<file path="src/rtl/vlsu_pkg.sv">
// vlsu_pkg: shared types for the VLSU mask arbiter.
//   strb_t           - mask bits carried by one lane for one beat (DLEN/4 bits)
//   beats_t          - mask-beat count of one instruction (0..MaxBeats)
//   mask_arb_state_e - arbiter FSM state
//   ord_entry_t      - one order-FIFO entry {is_load, vm, beats}
package vlsu_pkg;

    localparam int unsigned DLEN     = 32;
    localparam int unsigned MaxBeats = 256;

    typedef logic [DLEN/4-1:0]                strb_t;
    typedef logic [$clog2(MaxBeats+1)-1:0]    beats_t;

    typedef enum logic [1:0] {
        IDLE,
        LOAD,
        STORE
    } mask_arb_state_e;

    typedef struct packed {
        logic   is_load;
        logic   vm;
        beats_t beats;
    } ord_entry_t;

    // Unmasked instructions, and masked ones with zero beats, take nothing
    // from the mask stream; the arbiter just drops them from the queue.
    function automatic logic skip_entry(input ord_entry_t e);
        return e.vm || (e.beats == '0);
    endfunction

endpackage

</file>
<file path="src/rtl/vlsu_mask_arb_if.sv">
// vlsu_mask_arb_if: bundle of all handshake/bus signals of the mask arbiter.
//   ord_*      - order entries from the control machine
//   mask_*     - per-lane mask beats in, broadcast consume strobe out
//   ld_mask_*  - mask stream to the load unit
//   st_mask_*  - mask stream to the store unit
//   busy_o     - arbiter has queued or in-flight work
// Modports: slave = arbiter side, master = environment side.
interface vlsu_mask_arb_if #(
    parameter int unsigned NrLanes = 4
) ();
    import vlsu_pkg::*;

    logic                      ord_valid_i;
    logic                      ord_ready_o;
    logic                      ord_is_load_i;
    logic                      ord_vm_i;
    beats_t                    ord_beats_i;

    logic [NrLanes-1:0]        mask_valid_i;
    strb_t [NrLanes-1:0]       mask_bits_i;
    logic                      mask_ready_o;

    logic                      ld_mask_valid_o;
    logic                      ld_mask_ready_i;
    strb_t [NrLanes-1:0]       ld_mask_bits_o;

    logic                      st_mask_valid_o;
    logic                      st_mask_ready_i;
    strb_t [NrLanes-1:0]       st_mask_bits_o;

    logic                      busy_o;

    modport slave (
        input  ord_valid_i, ord_is_load_i, ord_vm_i, ord_beats_i,
        input  mask_valid_i, mask_bits_i,
        input  ld_mask_ready_i, st_mask_ready_i,
        output ord_ready_o, mask_ready_o,
        output ld_mask_valid_o, ld_mask_bits_o,
        output st_mask_valid_o, st_mask_bits_o,
        output busy_o
    );

    modport master (
        output ord_valid_i, ord_is_load_i, ord_vm_i, ord_beats_i,
        output mask_valid_i, mask_bits_i,
        output ld_mask_ready_i, st_mask_ready_i,
        input  ord_ready_o, mask_ready_o,
        input  ld_mask_valid_o, ld_mask_bits_o,
        input  st_mask_valid_o, st_mask_bits_o,
        input  busy_o
    );

endinterface

</file>
<file path="src/rtl/vlsu_mask_ord_fifo.sv">
// vlsu_mask_ord_fifo: order FIFO of {is_load, vm, beats} entries.
//   clk_i, rst_ni - clock, async active-low reset (pointers only)
//   push_i/full_o - write side; push ignored while full
//   data_i        - entry to write
//   pop_i/empty_o - read side; pop ignored while empty
//   head_o        - oldest entry (valid when !empty_o)
// No flow-through: a pushed entry appears at head_o the next cycle.
module vlsu_mask_ord_fifo
    import vlsu_pkg::*;
#(
    parameter int unsigned Depth = 4
) (
    input  logic       clk_i,
    input  logic       rst_ni,
    input  logic       push_i,
    output logic       full_o,
    input  ord_entry_t data_i,
    input  logic       pop_i,
    output logic       empty_o,
    output ord_entry_t head_o
);

    localparam int unsigned AW = $clog2(Depth);

    // One extra pointer bit separates full (MSBs differ) from empty (equal).
    logic [AW:0] wr_ptr_q, rd_ptr_q;
    ord_entry_t  mem_q [Depth];
    logic        do_push, do_pop;

    assign empty_o = (wr_ptr_q == rd_ptr_q);
    assign full_o  = (wr_ptr_q[AW] != rd_ptr_q[AW]) &&
                     (wr_ptr_q[AW-1:0] == rd_ptr_q[AW-1:0]);
    assign do_push = push_i && !full_o;
    assign do_pop  = pop_i && !empty_o;
    assign head_o  = mem_q[rd_ptr_q[AW-1:0]];

    always_ff @(posedge clk_i or negedge rst_ni) begin
        if (!rst_ni) begin
            wr_ptr_q <= '0;
            rd_ptr_q <= '0;
        end else begin
            if (do_push) wr_ptr_q <= wr_ptr_q + 1'b1;
            if (do_pop)  rd_ptr_q <= rd_ptr_q + 1'b1;
        end
    end

    always_ff @(posedge clk_i) begin
        if (do_push) mem_q[wr_ptr_q[AW-1:0]] <= data_i;
    end

endmodule

</file>
<file path="src/rtl/vlsu_mask_arb.sv">
// vlsu_mask_arb: routes the shared per-lane mask stream to the load or store
// unit in instruction issue order.
//   clk_i, rst_ni - clock, async active-low reset
//   bus (slave)   - order handshake, lane mask inputs + consume strobe,
//                   load/store mask handshakes, busy
// An order FIFO remembers issue order; a three-state FSM pops one entry,
// then forwards exactly 'beats' mask beats to the selected unit. The mask
// path is purely combinational: the lanes hold their beat until consumed.
module vlsu_mask_arb
    import vlsu_pkg::*;
#(
    parameter int unsigned NrLanes  = 4,
    parameter int unsigned OrdDepth = 4,
    parameter int unsigned MaxBeats = 256
) (
    input  logic           clk_i,
    input  logic           rst_ni,
    vlsu_mask_arb_if.slave bus
);

    mask_arb_state_e    state_q, state_d;
    beats_t             cnt_q, cnt_d;
    logic               full, empty, pop;
    logic               ld_valid, st_valid, fire;
    logic [NrLanes-1:0] lane_valid;
    ord_entry_t         push_entry, head;

    assign lane_valid = bus.mask_valid_i;
    assign push_entry = '{is_load: bus.ord_is_load_i,
                          vm:      bus.ord_vm_i,
                          beats:   bus.ord_beats_i};

    vlsu_mask_ord_fifo #(.Depth(OrdDepth)) i_ord_fifo (
        .clk_i  (clk_i),
        .rst_ni (rst_ni),
        .push_i (bus.ord_valid_i),
        .full_o (full),
        .data_i (push_entry),
        .pop_i  (pop),
        .empty_o(empty),
        .head_o (head)
    );

    always_ff @(posedge clk_i or negedge rst_ni) begin
        if (!rst_ni) begin
            state_q <= IDLE;
            cnt_q   <= '0;
        end else begin
            state_q <= state_d;
            cnt_q   <= cnt_d;
        end
    end

    always_comb begin
        state_d  = state_q;
        cnt_d    = cnt_q;
        pop      = 1'b0;
        ld_valid = 1'b0;
        st_valid = 1'b0;
        fire     = 1'b0;
        unique case (state_q)
            IDLE: begin
                // Dispatch cycle: never forwards a beat.
                if (!empty) begin
                    pop = 1'b1;
                    if (!skip_entry(head)) begin
                        cnt_d   = head.beats;
                        state_d = head.is_load ? LOAD : STORE;
                    end
                end
            end
            LOAD: begin
                ld_valid = &lane_valid;
                fire     = ld_valid && bus.ld_mask_ready_i;
            end
            STORE: begin
                st_valid = &lane_valid;
                fire     = st_valid && bus.st_mask_ready_i;
            end
            default: state_d = IDLE;
        endcase
        if (fire) begin
            cnt_d = cnt_q - beats_t'(1);
            if (cnt_q == beats_t'(1)) state_d = IDLE;
        end
    end

    assign bus.ord_ready_o     = !full;
    assign bus.mask_ready_o    = fire;
    assign bus.ld_mask_valid_o = ld_valid;
    assign bus.st_mask_valid_o = st_valid;
    assign bus.ld_mask_bits_o  = bus.mask_bits_i;
    assign bus.st_mask_bits_o  = bus.mask_bits_i;
    assign bus.busy_o          = (state_q != IDLE) || !empty;

    a_beats_legal: assert property (@(posedge clk_i) disable iff (!rst_ni)
        (bus.ord_valid_i && !full) |-> (32'(bus.ord_beats_i) <= MaxBeats));

    a_ready_needs_lanes: assert property (@(posedge clk_i) disable iff (!rst_ni)
        bus.mask_ready_o |-> (&lane_valid));

endmodule
</file>
<file path="src/flat_wrapper.sv">
// flat-port wrapper written by rule: the top's interface ports become plain ports
module vlsu_mask_arb_flat import vlsu_pkg::*;
#(
    parameter int unsigned NrLanes  = 4,
    parameter int unsigned OrdDepth = 4,
    parameter int unsigned MaxBeats = 256
)
  (clk_i, rst_ni, bus_ord_valid_i, bus_ord_is_load_i, bus_ord_vm_i, bus_ord_beats_i, bus_mask_valid_i, bus_mask_bits_i, bus_ld_mask_ready_i, bus_st_mask_ready_i, bus_ord_ready_o, bus_mask_ready_o, bus_ld_mask_valid_o, bus_ld_mask_bits_o, bus_st_mask_valid_o, bus_st_mask_bits_o, bus_busy_o);
  vlsu_mask_arb_if #(.NrLanes(NrLanes)) bus_i ();
  input  logic clk_i;
  input  logic rst_ni;
  input wire logic [$bits(bus_i.ord_valid_i)-1:0] bus_ord_valid_i;
  input wire logic [$bits(bus_i.ord_is_load_i)-1:0] bus_ord_is_load_i;
  input wire logic [$bits(bus_i.ord_vm_i)-1:0] bus_ord_vm_i;
  input wire logic [$bits(bus_i.ord_beats_i)-1:0] bus_ord_beats_i;
  input wire logic [$bits(bus_i.mask_valid_i)-1:0] bus_mask_valid_i;
  input wire logic [$bits(bus_i.mask_bits_i)-1:0] bus_mask_bits_i;
  input wire logic [$bits(bus_i.ld_mask_ready_i)-1:0] bus_ld_mask_ready_i;
  input wire logic [$bits(bus_i.st_mask_ready_i)-1:0] bus_st_mask_ready_i;
  output wire logic [$bits(bus_i.ord_ready_o)-1:0] bus_ord_ready_o;
  output wire logic [$bits(bus_i.mask_ready_o)-1:0] bus_mask_ready_o;
  output wire logic [$bits(bus_i.ld_mask_valid_o)-1:0] bus_ld_mask_valid_o;
  output wire logic [$bits(bus_i.ld_mask_bits_o)-1:0] bus_ld_mask_bits_o;
  output wire logic [$bits(bus_i.st_mask_valid_o)-1:0] bus_st_mask_valid_o;
  output wire logic [$bits(bus_i.st_mask_bits_o)-1:0] bus_st_mask_bits_o;
  output wire logic [$bits(bus_i.busy_o)-1:0] bus_busy_o;
  assign bus_i.ord_valid_i = bus_ord_valid_i;
  assign bus_i.ord_is_load_i = bus_ord_is_load_i;
  assign bus_i.ord_vm_i = bus_ord_vm_i;
  assign bus_i.ord_beats_i = bus_ord_beats_i;
  assign bus_i.mask_valid_i = bus_mask_valid_i;
  assign bus_i.mask_bits_i = bus_mask_bits_i;
  assign bus_i.ld_mask_ready_i = bus_ld_mask_ready_i;
  assign bus_i.st_mask_ready_i = bus_st_mask_ready_i;
  assign bus_ord_ready_o = bus_i.ord_ready_o;
  assign bus_mask_ready_o = bus_i.mask_ready_o;
  assign bus_ld_mask_valid_o = bus_i.ld_mask_valid_o;
  assign bus_ld_mask_bits_o = bus_i.ld_mask_bits_o;
  assign bus_st_mask_valid_o = bus_i.st_mask_valid_o;
  assign bus_st_mask_bits_o = bus_i.st_mask_bits_o;
  assign bus_busy_o = bus_i.busy_o;
  vlsu_mask_arb #(.NrLanes(NrLanes), .OrdDepth(OrdDepth), .MaxBeats(MaxBeats)) u_core (.clk_i(clk_i), .rst_ni(rst_ni), .bus(bus_i));
endmodule
</file>
<file path="config.mk">
export PLATFORM = sky130hd
export DESIGN_NAME = vlsu_mask_arb_flat
export DESIGN_NICKNAME = d
export VERILOG_FILES = /design/src/rtl/vlsu_pkg.sv /design/src/rtl/vlsu_mask_arb_if.sv /design/src/rtl/vlsu_mask_ord_fifo.sv /design/src/rtl/vlsu_mask_arb.sv /design/src/flat_wrapper.sv
export SDC_FILE = /design/constraint.sdc
export NUM_CORES = 1
export LEC_CHECK = 0
export CAP_MARGIN = 30
export CORE_ASPECT_RATIO = 1.25
export CORE_MARGIN = 2
export CORE_UTILIZATION = 45
export DETAILED_ROUTE_END_ITERATION = 10
export PLACE_DENSITY = 0.82
export RECOVER_POWER = 50
export SLEW_MARGIN = 20
export SYNTH_ARGS = -nofsm -noshare
export SYNTH_HDL_FRONTEND = slang
export SYNTH_HIERARCHICAL = 1
export SYNTH_SLANG_ARGS = --single-unit
</file>
<file path="constraint.sdc">
create_clock -name clk_i -period 6.2 [get_ports clk_i]
set_input_delay 1.24 -clock clk_i [delete_from_list [all_inputs] [get_ports clk_i]]
set_output_delay 1.24 -clock clk_i [all_outputs]
set_load 0.005 [all_outputs]
</file>
==> flow_metrics.tcl, run 1 <==
set metrics [dict create \
    status "complete, but fails checks" \
    violations "capacitance limit, slew limit" \
    netlist_top_cells_count "buf_4 (65), edfxtp_1 (44), dfrtp_1 (17)" \
    timing.rr.start "u_core/i_ord_fifo/rd_ptr_q[0]$_DFFE_PN0P_" \
    fillers 609 \
    drc_errors 0 \
    swShare 0.3398 \
    reg2reg_depth 5 \
    cp_max_fo 14 \
    cts-resized-gates 0 \
    tightest_slew_ns 1.596 \
    syn_nets 324 \
    grt_overflow 0 \
    root_buffer "clkbuf_8" \
    ys_top_cells_by_area "edfxtp_1 (39%), buf_4 (14%), dfrtp_1 (13%), mux4_2 (6.7%), ha_1 (3.7%)" \
    timing.rr.end "u_core/cnt_q[5]$_DFFE_PN0P_" \
    synth_top_area_frac 0.3921 \
    drtAntennaViolNets 0 \
    skew_ns 0.007933 \
    p_seq_frac 0.406 \
    fin_util 0.4666 \
    synthFlopType "edfxtp_1" \
    avgSynthCellArea_um2 12.86 \
    synth_edf_count 44 \
    clock.fmax_mhz 215.8 \
    maxCapViolCount 1 \
    vias 1776 \
    hold_violations 0 \
    cts_tree "done" \
    worst_setup_path_start_kind "input pin" \
    powerDensity_nw_per_um2 491.6 \
    switchingPower_w 0.0005700 \
    postCtsSetupRepairBufs 0 \
    firstDrtPassIters 4 \
    yosysSeqAreaShare 0.5184 \
    cts_buffer_depth 2 \
    yosysUniqueCellTypes 48 \
    io_buffers 24 \
    power.total_w 0.001677 \
    fp.dieW_um 81.40 \
    routedWlPerCell_um 19.41 \
    met1_length_um 2212 \
    dieArea_um2 8200 \
    yosysTopAreaCell "edfxtp_1" \
    drive_above_1_share 0.1466 \
    grt_pass1_wl_um 9611 \
    dr_wl_met2_um 3395 \
    num-nets-final 289 \
    pin_count 121 \
    holdPathEnd "u_core/state_q[0]$_DFF_PN0_" \
    initialDrtViolationCount 140 \
    grt_usage 0.1642 \
    reg2reg_setup_slack_ns 2.90 \
    synth_most_common_cell "buf_4" \
    hold_class "flip-flop to flip-flop" \
    post-route-period-util 0.7475 \
    grt_max_degree 18 \
    final_max_slew_viol_count 13 \
    yosysWarnings 6 \
    path_class "input pin to output port" \
    clk_pin_slew_ns 0.07 \
    final.setup.tns_ns 0 \
    hold_ws_ns 0.5577 \
    avgViaCountPerCell 5.481 \
    internal_power_w 0.001108 \
    finalSetupViolations 0 \
    diodes 0 \
    yosys_register_bits 61 \
    start_util 0.4607 \
    syn2layout_area_growth_pct 1.262 \
    htreeDepth 3 \
    hpwl_um 4642 \
    antenna_found_initial 0 \
    p_leak_nw 1.248 \
    wl_met3_um 514 \
    rows 35 \
    clk_latency_ns 0.33 \
    cts_buffers 9 \
    max-slew-margin-rel -0.06902 \
    power_frac_comb 0.358 \
    max-vdd-ir-drop_mv 0.2064 \
    rsz0062_at_grt "false" \
    ys_async_sr_fraction 0.2787 \
    worst_ep_required_time_ns 4.96 \
    synthesis.area_um2 3369 \
    end_kind "output port" \
    worstPathArrival_ns 3.39 \
    dpl_worst_slack_ns 1.536 \
    place_congestion 0.8322 \
    wl_um 6288 \
    power_frac_clock 0.236 \
    cts_sinks 61 \
    core-area_um2 7313 \
    worst_slack_ns 1.565 \
    top_layer "met4" \
    postCtsHoldBufs 0 \
    synth_cells 262 \
    min_from "u_core/state_q[0]$_DFF_PN0_" \
    first_global_vias 1786 \
    die_h_um 100.7 \
    period_minus_slack_ns 4.635 \
    hold_path_depth 2 \
]
[metrics by stage]
stage	cells	cell area (um2)
after floorplan	262	3369
after global placement	308	3209
after detailed placement	308	3209
after CTS	324	3437
after global routing	324	3412
final	324	3412
[cell families (layout without fill, tap and decap cells)]
group                    count (synthesis)  in the layout  share of synthesized area
AO/OA/AOI/OAI                           27             27                    0.06610
XOR/XNOR                                 7              7                    0.02266
adder cells (fa/ha/maj)                 10             10                    0.03713
buffers and inverters                   82             52                     0.1675
flip-flops                              61             61                     0.5184
multiplexers                            16             16                    0.09098
AND/OR/NAND/NOR                         59             59                    0.09729
[worst max path at each step]
stage                            end  slack (ns)           startpoint
global route        bus_mask_ready_o        1.40  bus_mask_valid_i[3]
floorplan           bus_mask_ready_o        3.11  bus_mask_valid_i[2]
global placement    bus_mask_ready_o        1.61  bus_mask_valid_i[3]
CTS                 bus_mask_ready_o        1.53  bus_mask_valid_i[3]
finish              bus_mask_ready_o        1.57  bus_mask_valid_i[3]
detailed placement  bus_mask_ready_o        1.54  bus_mask_valid_i[3]
[layout make-up]
class                      instances  area, um2  area share
inverter                          11      41.29     0.01210
tap                               92      115.1     0.03374
timing repair buffer              25      244.0     0.07151
clock inverter                     3      68.82     0.02017
clock buffer                      13      158.9     0.04657
multi-input combinational        119       1037      0.3040
sequential                        61       1747      0.5119
[flip-flops by register name, indices dropped and copies added, names as in the netlist]
name                        cells
u_core/state_q                  2
u_core/cnt_q                    9
u_core/i_ord_fifo/mem_q        44
u_core/i_ord_fifo/rd_ptr_q      3
u_core/i_ord_fifo/wr_ptr_q      3
[placed cells by master, fill, tap and decap left out, types with 3 or more instances in the layout]
| cell type | n |
|---|---|
| o221a_1 | 3 |
| mux2_2 | 4 |
| dlygate4sd3_1 | 13 |
| dfrtp_1 | 17 |
| nor3_1 | 3 |
| a21oi_1 | 6 |
| and2_1 | 5 |
| xnor2_1 | 3 |
| edfxtp_1 | 44 |
| clkbuf_8 | 11 |
| clkbuf_1 | 3 |
| a21o_1 | 3 |
| ha_1 | 10 |
| nand2_1 | 5 |
| nand3_1 | 13 |
| nand2b_1 | 3 |
| inv_1 | 11 |
| and3_1 | 3 |
| nor2_1 | 10 |
| nor3b_1 | 3 |
| mux4_2 | 10 |
| a31oi_1 | 4 |
| nand4_1 | 3 |
| clkdlybuf4s50_1 | 11 |
[worst max-delay path, cell delays in order]
cell and delay [ns]:
clkdlybuf4s50_1 0.49, and4_1 0.25, nand3_1 0.35, inv_1 0.47, clkdlybuf4s50_1 0.59
[power groups by stage]
stage | sequential [W] | clock [W] | combinational (W)
final | 0.000681 | 0.000397 | 0.000600
after global routing | 0.000698 | 0.000420 | 0.000669
after CTS | 0.000681 | 0.000404 | 0.000622
after detailed placement | 0.000688 | 0 | 0.000620
after global placement | 0.000680 | 0 | 0.000593
after floorplan | 0.000631 | 0 | 0.000548
[per-layer routing]
metal  up-vias  global-route usage
met5         -                   0
met4         0             0.08344
met3        23             0.05466
met2        70              0.2919
met1       857              0.1679
li1        826                   -
(Power assumes the default switching activity.)
==> run 2, diff against run 1 <==
==> constraint.sdc (replaced) <==
create_clock -name clk_i -period 4.8 [get_ports clk_i]
set_input_delay 0.96 -clock clk_i [delete_from_list [all_inputs] [get_ports clk_i]]
set_output_delay 0.96 -clock clk_i [all_outputs]
set_load 0.005 [all_outputs]
==> run 2 against run 1 <==
  * The flow now finishes without violations
  * Non-clock buffer count rose by 1
  * Critical path depth rose by 1
  * Die area did not move
  * Critical endpoint unchanged
  * Combinational power rose by 32%
  * Highest routed layer unchanged
  * Clock-buffer cell count fell by 4
  * Sequential share of layout area rose by 0.23 points
  * Core utilization fell by 0.21 points
  * Largest power group unchanged
  * Register-to-register slack got worse by 1.4 ns
  * Power rose by 25%
==> flow_metrics.tcl, run 2 (synthesis gave the netlist of run 1 again) <==
set metrics [dict create \
    grt_usage 0.1620 \
    hpwl_um 4661 \
    hold_class "flip-flop to flip-flop" \
    largest_reg_flops 44 \
    drc_errors 0 \
    fp.dieW_um 81.40 \
    maxCapViolCount 0 \
    grt_pass1_wl_um 9549 \
    rsz0062_at_grt "false" \
    clk_latency_ns 0.34 \
    cts_buffers 9 \
    reg2reg_setup_slack_ns 1.51 \
    root_buffer "clkbuf_8" \
    io_buffers 24 \
    first_global_vias 1841 \
    final_max_slew_viol_count 0 \
    timing.rr.end "u_core/cnt_q[8]$_DFFE_PN0P_" \
    syn2layout_area_growth_pct 0.8170 \
    firstDrtPassIters 4 \
    post-route-period-util 0.8082 \
    clock.fmax_mhz 257.8 \
    initialDrtViolationCount 101 \
    place_congestion 0.8180 \
    vias 1810 \
    wl_um 6266 \
    cts-resized-gates 0 \
    worst_ep_required_time_ns 3.84 \
    worst_slack_ns 0.9207 \
    final.setup.tns_ns 0 \
    reg2reg_depth 5 \
    worst_setup_path_start_kind "input pin" \
    min_from "u_core/state_q[0]$_DFF_PN0_" \
    path_class "input pin to output port" \
    cp_max_fo 14 \
    period_minus_slack_ns 3.879 \
    fillers 617 \
    hold_violations 0 \
    cts_tree "done" \
    clk_pin_slew_ns 0.06 \
    htreeDepth 3 \
    multi_input_area_um2 1052 \
    diodes 0 \
    postCtsHoldBufs 0 \
    p_leak_nw 1.231 \
    final_cell_mix "edfxtp_1 (44), dfrtp_1 (17), nand3_1 (13)" \
    skew_ns 0.01317 \
    end_kind "output port" \
    layout_commonest_cell "edfxtp_1" \
    routedWlPerCell_um 19.28 \
    crit_start "bus_mask_valid_i[3]" \
    holdPathEnd "u_core/state_q[0]$_DFF_PN0_" \
    start_util 0.4607 \
    num-nets-final 290 \
    hold_ws_ns 0.5576 \
    powerDensity_nw_per_um2 618.5 \
    max-slew-margin-rel 0.4455 \
    grt_overflow 0 \
    dieArea_um2 8200 \
    final_area_um2 3397 \
    hold_path_depth 2 \
    drtAntennaViolNets 0 \
    rows 35 \
    dpl_worst_slack_ns 0.8952 \
    avgViaCountPerCell 5.569 \
    finalSetupViolations 0 \
    cts_buffer_depth 2 \
    die_h_um 100.7 \
    ff_latch_area_um2 1747 \
    placed_area_um2 3217 \
    worstPathArrival_ns 2.92 \
    drive_above_1_share 0.1545 \
    postCtsSetupRepairBufs 0 \
    grt_max_degree 18 \
    max-vdd-ir-drop_mv 0.2571 \
    cts_sinks 61 \
    antenna_found_initial 0 \
    tightest_slew_ns 0.8318 \
    core-area_um2 7313 \
    timing.rr.start "u_core/i_ord_fifo/rd_ptr_q[0]$_DFFE_PN0P_" \
    status "finished clean" \
    pin_count 121 \
    power.total_w 0.002101 \
]
run 2: cell count changes in the layout (fill, tap and decap cells not counted), moves of 2 or more:
cell	before	now
clkbuf_8	11	9
clkinvlp_4	0	2
clkinv_1	0	2
clkbuf_1	3	1
run 2: routing by layer:
| metal | GRT usage | vias up | share of wire |
|---|---|---|---|
| met2 | 0.2806 | 73 | 0.54 |
| met3 | 0.06720 | 27 | 0.083 |
| met1 | 0.1627 | 884 | 0.34 |
| met4 | 0.08475 | 0 | 0.032 |
| met5 | 0 | - | 0 |
| li1 | - | 826 | - |
run 2: critical path, stage by stage:
cell and delay (ns):
clkdlybuf4s50_1 0.50, and4_1 0.24, nand3_1 0.34, inv_1 0.14
buf_4 0.21, clkdlybuf4s50_1 0.53
run 2: power by group:
part	total (W)	switching, W	internal (W)
clock	0.000434	0.000198	0.000236
combinational	0.000790	0.000404	0.000386
sequential	0.000877	0.000152	0.000725
run 2: how the worst max path moves through the flow:
stage                                       end  cells past startpoint  slack [ns]
floorplan           u_core/cnt_q[5]$_DFFE_PN0P_                      7        1.89
global placement               bus_mask_ready_o                      6        0.95
detailed placement             bus_mask_ready_o                      6        0.90
CTS                            bus_mask_ready_o                      6        0.89
global route                   bus_mask_ready_o                      6        0.77
finish                         bus_mask_ready_o                      6        0.92
run 2: final cells by class:
type                            count  area share
Timing Repair Buffer               26     0.07403
Multi-Input combinational cell    119      0.3098
Clock buffer                        9     0.03646
Clock inverter                      7     0.01952
Tap cell                           92     0.03389
Inverter                           11     0.01215
Sequential cell                    61      0.5142
run 2: through the flow:
step	util	instances
after global routing	0.4645	325
final	0.4645	325
after detailed placement	0.4399	309
after global placement	0.4399	309
after floorplan	-	262
after CTS	0.4659	325
==> run 3, diff against run 2 <==
==> constraint.sdc (replaced) <==
create_clock -name clk_i -period 3.9 [get_ports clk_i]
set_input_delay 0.78 -clock clk_i [delete_from_list [all_inputs] [get_ports clk_i]]
set_output_delay 0.78 -clock clk_i [all_outputs]
set_load 0.005 [all_outputs]
==> run 3 against run 2 <==
  * Hold slack got worse by 0.011 ns
  * First-iteration DRC count down 0.99%
  * Routed wire length decreased by 0.43%
  * Sequential cell count is the same
  * Die area unchanged
  * Critical endpoint unchanged
  * Largest power group is now combinational logic
==> flow_metrics.tcl, run 3 (synthesis gave the netlist of run 1 again) <==
set metrics [dict create \
    end_kind "output port" \
    grt_usage 0.1601 \
    fp.dieW_um 81.40 \
    htreeDepth 3 \
    p_leak_nw 1.283 \
    cp_max_fo 3 \
    path_cells "clkdlybuf4s50_1, and4_1, nand3_1, inv_1, clkdlybuf4s50_1" \
    antenna_found_initial 0 \
    finalSetupViolations 0 \
    pin_count 121 \
    rsz0062_at_grt "false" \
    placed_area_um2 3247 \
    slowest_delay_ns 0.50 \
    cts-resized-gates 0 \
    skew_ns 0.008200 \
    num-nets-final 294 \
    max-vdd-ir-drop_mv 0.3690 \
    clk_pin_slew_ns 0.07 \
    fin_cells 329 \
    syn2layout_area_growth_pct 3.713 \
    post-route-period-util 0.7951 \
    cts_sinks 61 \
    first_global_vias 1773 \
    postCtsHoldBufs 0 \
    postCtsSetupRepairBufs 0 \
    largest_reg_flops 44 \
    power_frac_comb 0.379 \
    maxCapViolCount 0 \
    die_h_um 100.7 \
    drtAntennaViolNets 0 \
    final.setup.tns_ns 0 \
    routedWlPerCell_um 18.96 \
    cts_tree "done" \
    worst_ep_required_time_ns 3.12 \
    worst_setup_path_start_kind "input pin" \
    reg2reg_depth 5 \
    tightest_slew_ns 0.7974 \
    critical_path.slowest_cell "clkdlybuf4s50_1" \
    swShare 0.3389 \
    diodes 0 \
    dp.cells 313 \
    cp.depth 5 \
    fillers 615 \
    cts_buffers 9 \
    final_max_slew_viol_count 0 \
    hold_violations 0 \
    clock.fmax_mhz 322.5 \
    clk_latency_ns 0.34 \
    fin_util 0.4778 \
    place_congestion 0.8141 \
    p_seq_frac 0.375 \
    status "finished clean" \
    period_minus_slack_ns 3.101 \
    internal_power_w 0.001832 \
    switchingPower_w 0.0009394 \
    final_area_um2 3495 \
    initialDrtViolationCount 100 \
    drc_errors 0 \
    avgViaCountPerCell 5.468 \
    rows 35 \
    hold_ws_ns 0.5468 \
    path_delay_family "buffers and inverters" \
    cp_num_buf_inv 3 \
    layout_commonest_cell "edfxtp_1" \
    grt_max_degree 18 \
    grt_overflow 0 \
    final_cell_mix "edfxtp_1 (44), dfrtp_1 (17), clkdlybuf4s50_1 (13), nand3_1 (13)" \
    drive_above_1_share 0.1857 \
    path_class "input pin to output port" \
    worst_path_most_repeated_cell "clkdlybuf4s50_1" \
    hpwl_um 4629 \
    firstDrtPassIters 4 \
    hold_path_depth 2 \
    core-area_um2 7313 \
    root_buffer "clkbuf_8" \
    power_frac_clock 0.246 \
    cts_buffer_depth 2 \
    grt_pass1_wl_um 9301 \
    max-slew-margin-rel 0.4667 \
    worstPathArrival_ns 2.32 \
    io_buffers 24 \
    start_util 0.4607 \
    powerDensity_nw_per_um2 793.2 \
    vias 1799 \
    wl_um 6239 \
    hold_class "flip-flop to flip-flop" \
    dieArea_um2 8200 \
]
run 3: cell types whose count changed in the layout (fill, tap and decap cells not counted), sizes merged:
cell	before	now
clkinvlp	2	1
bufinv	1	3
clkinv	4	3
clkbuf	10	9
dlygate4sd3	12	11
buf	1	6
clkdlybuf4s50	12	13
run 3: tightest hold or removal path, cell delays in order (launching register included):
cell and delay (ns):
dfrtp_1 0.39, nand2_1 0.06, a21oi_1 0.05
run 3: path summary, 6_finish.rpt:
kind	startpoint	end	slack [ns]
min	u_core/state_q[0]$_DFF_PN0_	u_core/state_q[0]$_DFF_PN0_	0.55
min reg2reg	u_core/state_q[0]$_DFF_PN0_	u_core/state_q[0]$_DFF_PN0_	0.55
max in group asynchronous	rst_ni	u_core/cnt_q[3]$_DFFE_PN0P_	2.50
max reg2reg	u_core/i_ord_fifo/rd_ptr_q[1]$_DFFE_PN0P_	u_core/cnt_q[5]$_DFFE_PN0P_	0.91
max	bus_mask_valid_i[3]	bus_mask_ready_o	0.80
min in group asynchronous	rst_ni	u_core/i_ord_fifo/rd_ptr_q[2]$_DFFE_PN0P_	0.90
run 3: power groups by stage:
stage / registers [W] / logic (W) / clock network [W]
CTS: 0.00104 / 0.00106 / 0.000697
global route: 0.00106 / 0.00117 / 0.000728
finish: 0.00104 / 0.00105 / 0.000682
detailed placement: 0.00105 / 0.00105 / 0
global placement: 0.00104 / 0.00102 / 0
floorplan: 0.00100 / 0.000872 / 0
run 3: per-layer routing:
layer	GRT usage	vias up	wire length [um]
met5	0	-	0
met4	0.1095	0	282
met3	0.04749	32	513
met2	0.2774	83	3320
met1	0.1616	851	2122
li1	-	833	-
run 3: layout make-up:
class,count,area (um2),area share
repair buffers,30,285.3,0.08163
well taps,92,115.1,0.03294
clock buffers,9,123.9,0.03545
inverters,11,41.29,0.01182
multi-input cells,119,1059,0.3029
flip-flops and latches,61,1747,0.4998
clock inverters,7,123.9,0.03545
run 3: through the flow:
| stage | total power (W) | worst slack (ns) |
|---|---|---|
| global placement | 0.002057 | 0.7792 |
| global route | 0.002958 | 0.6483 |
| finish | 0.002772 | 0.7989 |
| detailed placement | 0.002103 | 0.7758 |
| floorplan | 0.001875 | 0.9913 |
| CTS | 0.002793 | 0.7664 |
